--- src/rtl/dmem_pkg.sv ---
`default_nettype none
// +----------------------------------------------------------------------+
// | dmem_pkg : shared types and constants for the data-memory arbiter    |
// | Revision : 1.0                                                       |
// +----------------------------------------------------------------------+
package dmem_pkg;

    localparam int XLEN = 32;

    localparam logic [2:0] MODE_W  = 3'b001;
    localparam logic [2:0] MODE_H  = 3'b010;
    localparam logic [2:0] MODE_B  = 3'b011;
    localparam logic [2:0] MODE_HU = 3'b100;
    localparam logic [2:0] MODE_BU = 3'b101;

    typedef enum logic [0:0] {
        IDLE   = 1'b0,
        ACCESS = 1'b1
    } arb_state_t;

    typedef struct packed {
        logic            we;
        logic [2:0]      mode;
        logic [XLEN-1:0] addr;
        logic [XLEN-1:0] wdata;
    } cmd_t;

    function automatic logic mode_valid(input logic [2:0] mode);
        return mode inside {MODE_W, MODE_H, MODE_B, MODE_HU, MODE_BU};
    endfunction

endpackage
`default_nettype wire

--- src/rtl/dmem_arbiter_rr.sv ---
`default_nettype none
// +----------------------------------------------------------------------+
// | rr_arbiter2 : two-way round-robin pick, one-hot grant                |
// | Revision    : 1.0                                                    |
// +----------------------------------------------------------------------+
module rr_arbiter2 (
    input  logic [1:0] req_i,
    input  logic [0:0] last_i,
    output logic [1:0] gnt_o
);

    always_comb begin
        gnt_o = 2'b00;
        if (req_i == 2'b11) begin
            // On a tie the port that did not win last time goes first.
            gnt_o = last_i[0] ? 2'b01 : 2'b10;
        end else begin
            gnt_o = req_i;
        end
    end

endmodule
`default_nettype wire

--- src/rtl/dmem_arbiter.sv ---
`default_nettype none
// +----------------------------------------------------------------------+
// | dmem_arbiter : shares the data memory between pipeline and debug port|
// | Revision     : 1.0                                                   |
// +----------------------------------------------------------------------+
module dmem_arbiter
    import dmem_pkg::*;
#(
    parameter int               WIDTH       = XLEN,
    parameter logic [WIDTH-1:0] STATUS_ADDR = 'h100
) (
    input  logic             clk,
    input  logic             rst_n,
    input  logic [1:0]       req_i,
    input  logic [1:0]       we_i,
    input  logic [2:0]       mode0_i,
    input  logic [2:0]       mode1_i,
    input  logic [WIDTH-1:0] addr0_i,
    input  logic [WIDTH-1:0] addr1_i,
    input  logic [WIDTH-1:0] wdata0_i,
    input  logic [WIDTH-1:0] wdata1_i,
    output logic [1:0]       gnt_o,
    output logic [1:0]       rvalid_o,
    output logic [WIDTH-1:0] rdata_o,
    output logic             err_o,
    output logic [WIDTH-1:0] mem_A,
    output logic [WIDTH-1:0] mem_WD,
    output logic             mem_WE,
    output logic [2:0]       mem_mode,
    input  logic [WIDTH-1:0] mem_RD
);

    arb_state_t       state_q, state_d;
    logic [0:0]       last_q, last_d;
    cmd_t             cmd_q, cmd_d;
    logic [1:0]       rvalid_q, rvalid_d;
    logic [WIDTH-1:0] rdata_q, rdata_d;
    logic             err_q, err_d;

    logic [1:0]       w_gnt;
    logic             w_cmd_ok;

    rr_arbiter2 u_rr (
        .req_i  (req_i),
        .last_i (last_q),
        .gnt_o  (w_gnt)
    );

    // The status address is a read-only trigger, so stores to it are refused.
    assign w_cmd_ok = mode_valid(cmd_q.mode) && !(cmd_q.we && (cmd_q.addr == STATUS_ADDR));

    always_ff @(posedge clk or negedge rst_n) begin
        if (!rst_n) begin
            state_q  <= IDLE;
            last_q   <= 1'b1;
            cmd_q    <= '0;
            rvalid_q <= 2'b00;
            rdata_q  <= '0;
            err_q    <= 1'b0;
        end else begin
            state_q  <= state_d;
            last_q   <= last_d;
            cmd_q    <= cmd_d;
            rvalid_q <= rvalid_d;
            rdata_q  <= rdata_d;
            err_q    <= err_d;
        end
    end

    always_comb begin
        state_d  = state_q;
        last_d   = last_q;
        cmd_d    = cmd_q;
        rvalid_d = 2'b00;
        rdata_d  = rdata_q;
        err_d    = err_q;
        gnt_o    = 2'b00;
        mem_A    = '0;
        mem_WD   = '0;
        mem_WE   = 1'b0;
        mem_mode = 3'b000;

        case (state_q)
            IDLE: begin
                gnt_o = w_gnt;
                if (w_gnt != 2'b00) begin
                    last_d[0] = w_gnt[1];
                    state_d   = ACCESS;
                    if (w_gnt[1]) begin
                        cmd_d.we    = we_i[1];
                        cmd_d.mode  = mode1_i;
                        cmd_d.addr  = addr1_i;
                        cmd_d.wdata = wdata1_i;
                    end else begin
                        cmd_d.we    = we_i[0];
                        cmd_d.mode  = mode0_i;
                        cmd_d.addr  = addr0_i;
                        cmd_d.wdata = wdata0_i;
                    end
                end
            end
            ACCESS: begin
                mem_A    = cmd_q.addr;
                mem_WD   = cmd_q.wdata;
                mem_mode = cmd_q.mode;
                mem_WE   = cmd_q.we && w_cmd_ok;
                // last_q already names the port being served.
                rvalid_d = last_q[0] ? 2'b10 : 2'b01;
                rdata_d  = (!cmd_q.we && w_cmd_ok) ? mem_RD : '0;
                err_d    = !w_cmd_ok;
                state_d  = IDLE;
            end
        endcase
    end

    assign rvalid_o = rvalid_q;
    assign rdata_o  = rdata_q;
    assign err_o    = err_q;

endmodule
`default_nettype wire

--- config.mk ---
export PLATFORM = sky130hd
export DESIGN_NAME = dmem_arbiter
export DESIGN_NICKNAME = d
export VERILOG_FILES = /design/src/rtl/dmem_pkg.sv /design/src/rtl/dmem_arbiter_rr.sv /design/src/rtl/dmem_arbiter.sv
export SDC_FILE = /design/constraint.sdc
export NUM_CORES = 1
export LEC_CHECK = 0
export CAP_MARGIN = 0
export CORE_MARGIN = 4
export CORE_UTILIZATION = 42
export CTS_CLUSTER_DIAMETER = 60
export CTS_CLUSTER_SIZE = 24
export DETAILED_ROUTE_END_ITERATION = 7
export GPL_TIMING_DRIVEN = 0
export HOLD_SLACK_MARGIN = 0.05
export PLACE_DENSITY = 0.94
export SYNTH_ARGS = -nofsm -noshare
export SYNTH_HDL_FRONTEND = slang
export SYNTH_SLANG_ARGS = --single-unit
export TNS_END_PERCENT = 50
--- constraint.sdc ---
create_clock -name clk -period 4 [get_ports clk]
set_input_delay 0.8 -clock clk [delete_from_list [all_inputs] [get_ports clk]]
set_output_delay 0.8 -clock clk [all_outputs]
set_load 0.05 [all_outputs]
# Word-level counts from Yosys, hierarchy flattened
# Index checks and enable logic that the tools add are counted.
# op_classes
n_addsub	0
mul	0
div_mod_pow	0
n_lt_le_gt_ge	0
n_eq_ne	7
shifts	0
n_mux	13
bitwise_logic	1
n_reduce_logical	10
# op_table
cell	count
$mux 32	3
$mux 68	1
$eq 32x9->1 const B	1
$mux 2	5
$eq 3x2->1 const B	2
$eq 3x3->1 const B	2
$reduce_bool 5->1	1
$logic_and 1x1->1	4
$eq 3x1->1 const B	1
$logic_not 1->1	3
$mux 3	1
$eq 2x2->1 const B	1
$mux 1	2
$pmux 1 s2	1
$reduce_and 2->1	1
$reduce_bool 2->1	1
$not 1->1	1
# totals
register_bits	105
latch_bits	0
ram_bits	0
rom_bits	0
input_bits	172
out_inout_bits	105
elab_cells	40
n_memories	0

# Logic depth before layout (Yosys ltp)
# Gate-level depths: netlist (run 1).
# depth
word_depth	6
depth_mapped	7

# By module
# From an unflattened synthesis (run 1), not the netlist that was laid out.
# unflattened
cells_unflattened	474
area_unflattened_um2	4984.8
# modules_own_cells
mod	n_inst	cells_each	area_each_um2
dmem_arbiter	1	471	4966.0
rr_arbiter2	1	3	18.8

# Least setup slack after synthesis (run 1)
# OpenSTA, ideal clock, no wires.
# synth_timing
kind	in2out
startpoint	input port req_i[1]
endpoint	output port gnt_o[1]
arrival_time_ns	1.809
t_required_ns	3.200
setup_slack_ns	1.391
path_stages	5
path_cell_list	a21boi_1 -> buf_4 -> buf_6 -> buf_8 -> and2_1
# synth_via
elab_chain_len	3
# synth_rtl
element	line_no	rtl
from (decl)	dmem_arbiter.sv:14	input logic [1:0] req_i,
$eq 2x2->1	dmem_arbiter_rr.sv:14	if (req_i == 2'b11) begin
$mux 2 (*)	dmem_arbiter_rr.sv:14	
$mux 2 (*)	dmem_arbiter.sv:83	case (state_q)
to (decl)	dmem_arbiter.sv:22	output logic [1:0] gnt_o,
# Mark *: on every way between the ends. The rest lies on a longest branch, timed or not.

# Worst setup path after layout (run 1)
# Same ends and word-level chain as after synthesis.

==> results of run 1 <==
final cells by class:
class / count / area (µm²)
well taps: 143 / 178.9
fillers: 796 / 3256
inverters: 3 / 11.26
multi-input cells: 330 / 2137
repair buffers: 277 / 2788
plain buffers: 37 / 203.9
flip-flops and latches: 105 / 2629
clock buffers: 11 / 232.7
clock inverters: 5 / 80.08
through the flow:
step,instance area (µm²),cells,setup TNS (ps)
global placement,7923,894,-159800
CTS,8260,911,0
floorplan,4981,475,0
detailed placement,7948,895,0
global route,8260,911,0
finish,8260,911,0
report_power, final:
group,internal (W),total [W],leakage [nW],switching [W]
Sequential,0.00129,0.00145,1.31,0.000155
Clock,0.000548,0.000935,0.146,0.000387
Combinational,0.000700,0.00179,2.08,0.00109
Total,0.00254,0.00417,3.54,0.00163
tightest hold or removal path, delay by kind of cell (launching register included):
kind,cells,cell delay (ps)
AO/OA/AOI/OAI,1,60
AND/OR/NAND/NOR,1,50
flip-flops,1,340
worst paths after layout:
| path | startpoint | end | cells past startpoint |
|---|---|---|---|
| max | req_i[1] | gnt_o[1] | 7 |
| min | cmd_q[5] | cmd_q[5] | 2 |
| max reg2reg | state_q | cmd_q[51] | 6 |
| min reg2reg | cmd_q[5] | cmd_q[5] | 2 |
| max in group asynchronous | rst_n | rdata_o[13] | 2 |
| min in group asynchronous | rst_n | cmd_q[28] | 1 |
cell usage after synthesis (all sizes together):
master | n | area [µm²]
dfrtp | 104 | 2603
and2 | 69 | 431.7
a31oi | 2 | 12.51
clkbuf | 20 | 75.07
nor2 | 5 | 21.27
a21oi | 2 | 10.01
a22o | 32 | 280.3
nand2 | 69 | 259.0
mux2i | 68 | 680.7
o21ai | 69 | 345.3
nor3 | 3 | 15.01
a21boi | 1 | 7.510
dfstp | 1 | 26.28
and3 | 1 | 6.260
a211o | 1 | 8.760
nor4b | 1 | 8.760
buf | 17 | 128.9
or4b | 1 | 10.01
inv | 3 | 11.26
nor4 | 5 | 31.28
and4 | 1 | 8.760
logic make-up (layout without fill, tap and decap cells):
family | Yosys count | after routing
and+or+nand+nor | 155 | 155
AOI/OAI and AO/OA | 107 | 107
DFF | 105 | 105
muxes | 68 | 68
buffers and inverters | 40 | 333
routing by layer:
metal,routed length (µm),share of wire (%),track usage [%]
met3,1482,8.6,7.455
met2,9012,52,46.34
met1,6429,37,26.11
met5,0,0,0
met4,376,2.2,8.869
registers in the layout (all words and copies together) (netlist names):
name      cells
last_q        1
cmd_q        68
rvalid_o      2
state_q       1
err_o         1
rdata_o      32
cells in the final DEF (no fill, tap or decap), types with 2 or more instances in the layout:
master,count
o21ai_1,13
bufinv_16,2
clkdlybuf4s50_1,275
mux2i_1,68
a21oi_1,2
nand2_1,69
a22o_1,32
a31oi_1,2
buf_4,12
clkinvlp_4,2
nor4_1,5
inv_1,2
dfrtp_1,104
clkbuf_1,22
clkbuf_16,9
buf_2,4
and2_1,69
nor3_1,3
nor2_1,4
o21ai_0,56
==> metrics.txt, run 1 <==
CTS tree done; Post-CTS Setup Inserts 0; RSZ-0062 raised after global routing no; DR pass1 iterations 4; die height 116.9 µm; kind of critical path input port to output port; Post-Synth Adder-Cell Area 0%; f_max 261.9 MHz; # setup viols final 0; R2R Setup Slk 2240 ps; Seq/Total Area, Yosys 52.78%; Yosys cell types 27; Avg Inst Size Synth 10.49 µm²; worst skew pair latency 340 ps; root buf cell clkbuf_16; Post-Syn Area 4981 µm²; Slew HR 53.25%; vias 4761; worst vdd ir 0.2607 mV; Worst Tran Pin Value 701.3 ps; worst hold path class flop to flop; power density cells 505.2 nW/µm²; Crit Path Max Fanout 10; largest family of logic cells by synthesized area simple AND/OR/NAND/NOR gates; multiplexer area fraction after synthesis 13.66%; Routability Congestion 0.8805; DP HPWL 13.85 mm; Cell Rows 39; CP top delay family buffers and inverters; # clock sinks 105; Overflow after GRT 0; pre-CTS WS 184.5 ps; final WL 17.30 mm; final hold slack 476.3 ps; YS warnings 0; Setup WS post-layout 182.3 ps; post_cts resized 0; # hold bufs at CTS 0; I/O Buffers 276; Crit-path slowest cell clkdlybuf4s50_1; global-route wire length before repair 25.64 mm; first-iteration detailed-routing DRC count 275; CP bufs+invs 5; max incr delay on CP 810 ps; Worst setup SP type input port; Num CTS Buffers 9; Clock Path Buffers 2; CP Capture Type output port; max-slew violations 0; vias in the first global route 5055; Core Area 11520 µm²; most frequent CP cell clkdlybuf4s50_1; Synth Area in Compound Gates 13.34%; Total Routing Usage GR 24.75%; Remaining DRCs 0; Routed Antenna Nets 0; drt wl/cell 18.99 µm; Simple-Gate Fraction of Synth Area 15.90%; Hold Fails Final Rpt 0; die area 13670 µm²; clock-pin slew on the worst setup and hold paths 70 ps; initial antenna violation count 0; # nets final 935; leakage 3.541 nW; initial core utilization 43.25%; flops & latches, synth 105; Antenna Cells 0; CP required 3200 ps; Post-Syn Nets 647; minimum clock period 3818 ps; width of the die 116.9 µm; Syn Inst Count 475; Final Core Density 71.73%; fraction of layout cells with a size suffix above 1 4.688%; status complete, no violations; max-cap violation count 0; critical-path cell list clkdlybuf4s50_1 -> a21boi_1 -> buf_4 -> buf_6 -> buf_8 -> and2_1 -> clkdlybuf4s50_1; Synth Area in XOR/XNOR 0%; area added between synthesis and finish 65.84%; # IOs 277; largest net degree at the start of global routing 55; clk_skew 6.390 ps; Final Cycle Share 95.44%; Via density 5.226; Power Total 0.004174 W; Worst Path Arrival 3020 ps; Max H-tree Level 3
(Power assumes the default switching activity.)
==> run 2, diff against run 1 <==
Settings changed: ABC_AREA set to 1, CORE_UTILIZATION 42 to 44, PLACE_DENSITY 0.94 to 0.95.
==> run 2 against run 1 <==
Compared with the run above: non-clock buffer count increased by 13; register-to-register slack got worse by 230 ps; sequential power grew 32%; total power is 70% higher; final area is 5.8% higher; clock skew grew 2.0 ps; count of clock-buffer cells in the layout is 2 lower; combinational power up 140%; routed wire length is 12% higher; critical path type unchanged.
==> metrics.txt, run 2 <==
status complete, no violations (unchanged); YS warnings 0 (unchanged); sequential fraction of design power 27.0% (was 34.7%); root buf cell clkbuf_16 (unchanged); f_max 284.5 MHz (was 261.9 MHz); Remaining DRCs 0 (unchanged); Final Core Density 72.48% (was 71.73%); max-cap violation count 0 (unchanged); Routed Antenna Nets 0 (unchanged); flops & latches, synth 105 (unchanged); Via density 4.945 (was 5.226); Max H-tree Level 3 (unchanged); Post-Synth Adder-Cell Area 0% (unchanged); vias 5988 (was 4761); # nets final 1210 (was 935); Hold Fails Final Rpt 0 (unchanged); Clock power frac 12.3% (was 22.4%); Clock Path Buffers 2 (unchanged); CP Capture Type output port (unchanged); largest net degree at the start of global routing 62 (was 55); wire length on met1 7.514 mm (was 6.429 mm); DP HPWL 15.14 mm (was 13.85 mm); # setup viols final 0 (unchanged); Worst setup SP type input port (unchanged); Synth Area in XOR/XNOR 0% (unchanged); # clock sinks 105 (unchanged); clock-pin slew on the worst setup and hold paths 70 ps (about the same); clk_skew 8.399 ps (was 6.390 ps); area share of the largest cell type after synthesis 47.71% (was 52.25%); Async SR Flop Fraction 100.0% (unchanged); Largest register FFs 68 (unchanged); initial core utilization 45.23% (was 43.25%); Worst Tran Pin Value 739.8 ps (was 701.3 ps); # IOs 277 (unchanged); Final Cycle Share 87.89% (was 95.44%); Overflow after GRT 0 (unchanged); Worst Path Arrival 2720 ps (was 3020 ps); Post-Syn Nets 922 (was 647); Slew HR 50.68% (was 53.25%); Simple-Gate Fraction of Synth Area 29.04% (was 15.90%); Biggest register cmd_q (unchanged); Synth area leader dfrtp_1 (unchanged); metal2 WL 9.813 mm (was 9.012 mm); worst vdd ir 0.4534 mV (was 0.2607 mV); minimum clock period 3516 ps (was 3818 ps); area added between synthesis and finish 60.25% (was 65.84%); CP required 3200 ps (about the same); switching pwr 0.003622 W (was 0.001633 W); Total Routing Usage GR 26.95% (was 24.75%); ranking of synthesized cells by area dfrtp_1 (48%), nand2_1 (20%), nand3_1 (7.5%) (was dfrtp_1 (52%), mux2i_1 (14%), and2_1 (8.7%)); power density cells 809.6 nW/µm² (was 505.2 nW/µm²); die height 119.3 µm (was 116.9 µm); Synth Area in Compound Gates 12.20% (was 13.34%); worst hold path class input port to async pin (was flop to flop); logic gate share of total power 60.7% (was 42.9%); width of the die 119.3 µm (was 116.9 µm); placed instance count 1195 (was 895); max-slew violations 0 (unchanged); vias in the first global route 5897 (was 5055); most frequent cells in the layout nand2_1 (287), clkdlybuf4s50_1 (274), dfrtp_1 (104) (was clkdlybuf4s50_1 (275), dfrtp_1 (104), and2_1 (69), nand2_1 (69), mux2i_1 (68)); initial antenna violation count 0 (unchanged); Post-CTS Setup Inserts 0 (unchanged); kind of critical path input port to output port (unchanged); most common cell in the synthesized netlist nand2_1 (was dfrtp_1); I/O Buffers 276 (unchanged); drt wl/cell 15.97 µm (was 18.99 µm); Avg Inst Size Synth 7.274 µm² (was 10.49 µm²); register area 2629 µm² (unchanged); met3 routed WL 1.392 mm (was 1.482 mm); multiplexer area fraction after synthesis 0% (was 13.66%); Antenna Cells 0 (unchanged); Crit Path Max Fanout 10 (unchanged); worst skew pair latency 350 ps (was 340 ps); CTS tree done (unchanged); Sw Share 51.18% (was 39.13%); commonest non-fill, non-tap cell in the layout nand2_1 (was clkdlybuf4s50_1); Seq/Total Area, Yosys 48.19% (was 52.78%); leakage 4.213 nW (was 3.541 nW); Post-Syn Area 5455 µm² (was 4981 µm²); global-route wire length before repair 30.38 mm (was 25.64 mm); Synth top cells by count nand2_1 (287), dfrtp_1 (104), inv_1 (88) (was dfrtp_1 (104), and2_1 (69), nand2_1 (69)); EDFF count, synth 0 (unchanged); DR pass1 iterations 5 (was 4); final WL 19.34 mm (was 17.30 mm); Top Metal Used met4 (unchanged); Syn Inst Count 750 (was 475); RSZ-0062 raised after global routing no (unchanged); die area 14240 µm² (was 13670 µm²); # fillers 903 (was 796); fraction of layout cells with a size suffix above 1 4.219% (was 4.688%); Yosys cell types 17 (was 27); Core Area 12060 µm² (was 11520 µm²); first-iteration detailed-routing DRC count 448 (was 275); Post-Layout Cell Count 1211 (was 911); main flop type after synthesis dfrtp_1 (unchanged); Cell Rows 40 (was 39); largest family of logic cells by synthesized area simple AND/OR/NAND/NOR gates (unchanged); cell-internal power 0.003455 W (was 0.002540 W); multi-input gate area in the final layout 2250 µm² (was 2137 µm²); Num CTS Buffers 9 (unchanged); Routability Congestion 0.8571 (was 0.8805)
[run 2: per-stage QoR]
stage | hold slack (ps) | setup WS (ps) | setup TNS (ps) | cell area (µm²) | power, W
3_5_place_dp | 477.5 | 81.21 | 0 | 8453 | 0.006224
2_1_floorplan | 464.3 | 1226 | 0 | 5455 | 0.004670
3_3_place_gp | 469.6 | -1822 | -189250 | 8428 | 0.006115
6_report | 461.3 | 484.5 | 0 | 8742 | 0.007077
4_1_cts | 475.1 | 78.79 | 0 | 8740 | 0.007100
5_1_grt | 496.3 | 297.7 | 0 | 8742 | 0.007478
[run 2: power by group through the flow]
stage | sequential (W) | clock, W | combinational [W]
floorplan | 0.00245 | 0 | 0.00222
global placement | 0.00190 | 0 | 0.00422
detailed placement | 0.00192 | 0 | 0.00430
CTS | 0.00191 | 0.000877 | 0.00432
global route | 0.00198 | 0.000925 | 0.00457
finish | 0.00191 | 0.000870 | 0.00430
[run 2: worst paths after layout]
kind	slack [ps]	from	to	cells after the start
worst max register to register	2010	last_q	cmd_q[64]	7
max in group asynchronous	2810	rst_n	last_q	2
worst min register to register	490	cmd_q[23]	cmd_q[23]	1
worst max-delay path	480	req_i[1]	gnt_o[1]	7
worst min-delay path	460	rst_n	cmd_q[30]	1
min in group clk	490	cmd_q[23]	cmd_q[23]	1
[run 2: cell type report]
type                       count  share of cell area (%)
timing repair buffer         277                   31.92
sequential                   105                   30.07
multi-input combinational    502                   25.73
inverter                      93                   3.993
buffer                        50                   2.605
clock buffer                   9                   2.576
tap                          168                   2.404
clock inverter                 7                  0.7013
[run 2: repair_timing]
action,in CTS,in global routing
resized for setup,0,1
setup endpoints to repair,0,1
hold buffers,0,0
[run 2: logic make-up after synthesis]
| kind of cell | after synthesis |
|---|---|
| and+or+nand+nor | 394 |
| DFF | 105 |
| AOI/OAI and AO/OA | 108 |
| buffers and inverters | 143 |
[run 2: critical path: stages]
cell	delay [ps]
clkdlybuf4s50_1	470
inv_2	50
a21oi_2	310
inv_2	190
clkbuf_1	290
nor2_1	160
dlymetal6s2s_1	440
[run 2: metal layers]
metal  vias up  global-route usage [%]
met5         -                       0
met4         0                   10.74
met3        47                   5.603
met2       251                   48.18
met1      2786                   31.49
li1       2904                       -
==> run 3, diff against run 2 <==
==> constraint.sdc (replaced) <==
create_clock -name clk -period 4 [get_ports clk]
set_input_delay 0.4 -clock clk [delete_from_list [all_inputs] [get_ports clk]]
set_output_delay 0.4 -clock clk [all_outputs]
set_load 0.05 [all_outputs]
==> run 3 against run 2 <==
Compared with the run above: non-clock buffer count unchanged; utilization about the same; routed wire length about the same; combinational power barely moved; clock power is essentially flat; setup slack improved by 410 ps; hold slack lost 400 ps; final cell count unchanged; via count grew 0.15%; count of clock-buffer cells in the layout stayed put; die area stayed put; largest power group unchanged.
==> metrics.txt, run 3 (synthesis gave the netlist of run 2 again) <==
worst hold path class input port to async pin (unchanged); vias 5997 (was 5988); status complete, no violations (unchanged); Routed Antenna Nets 0 (unchanged); Critical Path Sink gnt_o[1] (unchanged); initial antenna violation count 0 (unchanged); commonest non-fill, non-tap cell in the layout nand2_1 (unchanged); Worst Tran Pin Value 740.2 ps (was 739.8 ps); Max H-tree Level 3 (unchanged); Setup WS post-layout 895.9 ps (was 484.5 ps); die area 14240 µm² (unchanged); root buf cell clkbuf_16 (unchanged); Via density 4.952 (was 4.945); initial core utilization 45.23% (unchanged); CP Capture Type output port (unchanged); # nets final 1210 (unchanged); RR Endpoint cmd_q[64] (unchanged); final hold slack 60.50 ps (was 461.3 ps); Worst Setup SP req_i[1] (unchanged); Slew HR 50.65% (was 50.68%); global-route wire length before repair 30.38 mm (unchanged); RR Startpoint last_q (unchanged); Worst setup SP type input port (unchanged); max-cap violation count 0 (unchanged); Power Total 0.007078 W (was 0.007077 W); Post-Layout Cell Count 1211 (unchanged); Total Routing Usage GR 26.95% (unchanged); largest net degree at the start of global routing 62 (unchanged); R2R Setup Slk 2010 ps (about the same); width of the die 119.3 µm (unchanged); post_cts resized 0 (unchanged); Crit Path Max Fanout 10 (unchanged); # hold bufs at CTS 0 (unchanged); final WL 19.33 mm (was 19.34 mm); Hold Fails Final Rpt 0 (unchanged); worst vdd ir 0.4534 mV (about the same); pre-CTS WS 881.2 ps (was 81.21 ps); # clock sinks 105 (unchanged); Core Area 12060 µm² (unchanged); Worst R2R Path Depth 7 (unchanged); Antenna Cells 0 (unchanged); drt wl/cell 15.97 µm (about the same); minimum clock period 3104 ps (was 3516 ps); CP required 3600 ps (was 3200 ps); die height 119.3 µm (unchanged); Worst Path Arrival 2700 ps (was 2720 ps); Largest register FFs 68 (unchanged); first-iteration detailed-routing DRC count 448 (unchanged); DP HPWL 15.14 mm (unchanged); Clock Path Buffers 2 (unchanged); # setup viols final 0 (unchanged); Biggest register cmd_q (unchanged); Cell Rows 40 (unchanged); DR pass1 iterations 5 (unchanged); leakage 4.199 nW (was 4.213 nW); worst skew pair latency 350 ps (about the same); Num CTS Buffers 9 (unchanged); clock-pin slew on the worst setup and hold paths 70 ps (about the same); area added between synthesis and finish 60.21% (was 60.25%); Overflow after GRT 0 (unchanged); Post-CTS Setup Inserts 0 (unchanged); fraction of layout cells with a size suffix above 1 4.219% (unchanged); Post-Route Setup TNS 0 ps (unchanged); Remaining DRCs 0 (unchanged); RSZ-0062 raised after global routing no (unchanged); vias in the first global route 5897 (unchanged); power density cells 809.8 nW/µm² (was 809.6 nW/µm²); # IOs 277 (unchanged); Routability Congestion 0.8571 (unchanged); f_max 322.2 MHz (was 284.5 MHz); I/O Buffers 276 (unchanged); max-slew violations 0 (unchanged); kind of critical path input port to output port (unchanged); Final Cycle Share 77.60% (was 87.89%); placed instance count 1195 (unchanged); CTS tree done (unchanged); most frequent cells in the layout nand2_1 (287), clkdlybuf4s50_1 (275), dfrtp_1 (104) (was nand2_1 (287), clkdlybuf4s50_1 (274), dfrtp_1 (104)); clk_skew 8.321 ps (was 8.399 ps)
-- run 3: cell types whose count changed in the layout (fill, tap and decap cells not counted) --
cell / change
clkdlybuf4s50_1: +1
dlymetal6s2s_1: -1
-- run 3: per-layer routing --
metal	GRT usage [%]	vias up	wire, µm
li1	-	2904	-
met1	31.49	2791	7490
met2	48.18	257	9815
met3	5.603	45	1430
met4	10.74	0	597
met5	0	-	0
-- run 3: final cells by class --
class	count	area, µm²
Fill cell	904	3322
Timing Repair Buffer	277	2788
Sequential cell	105	2629
Multi-Input combinational cell	502	2250
Inverter	93	349.1
Buffer	50	227.7
Clock buffer	9	225.2
Tap cell	168	210.2
Clock inverter	7	61.31
-- run 3: per-stage QoR --
stage          cell area [µm²]  utilization [%]
3_3_place_gp              8428            69.88
2_1_floorplan             5455                -
6_report                  8740            72.46
5_1_grt                   8740            72.46
3_5_place_dp              8453            70.08
4_1_cts                   8740            72.46
-- run 3: worst max-delay path: stages --
cell and delay, ps:
clkdlybuf4s50_1 470, inv_2 50, a21oi_2 310, inv_2 190
clkbuf_1 290, nor2_1 170, clkdlybuf4s50_1 820
-- run 3: where the power goes --
| part | internal, W | switching [W] | leakage, nW | total [W] |
|---|---|---|---|---|
| Sequential | 0.00158 | 0.000330 | 1.28 | 0.00191 |
| Clock | 0.000438 | 0.000433 | 0.141 | 0.000870 |
| Combinational | 0.00144 | 0.00286 | 2.78 | 0.00430 |
| Total | 0.00346 | 0.00362 | 4.20 | 0.00708 |
-- run 3: worst min-delay path by stage --
stage                     start     endpoint  slack [ps]  cells after the start
floorplan                 rst_n     cmd_q[0]         100                      0
global placement    rdata_o[27]  rdata_o[27]         470                      2
detailed placement        rst_n    cmd_q[30]         450                      1
CTS                       rst_n    cmd_q[30]          80                      1
global route              rst_n    cmd_q[30]         100                      1
finish                    rst_n    cmd_q[30]          60                      1
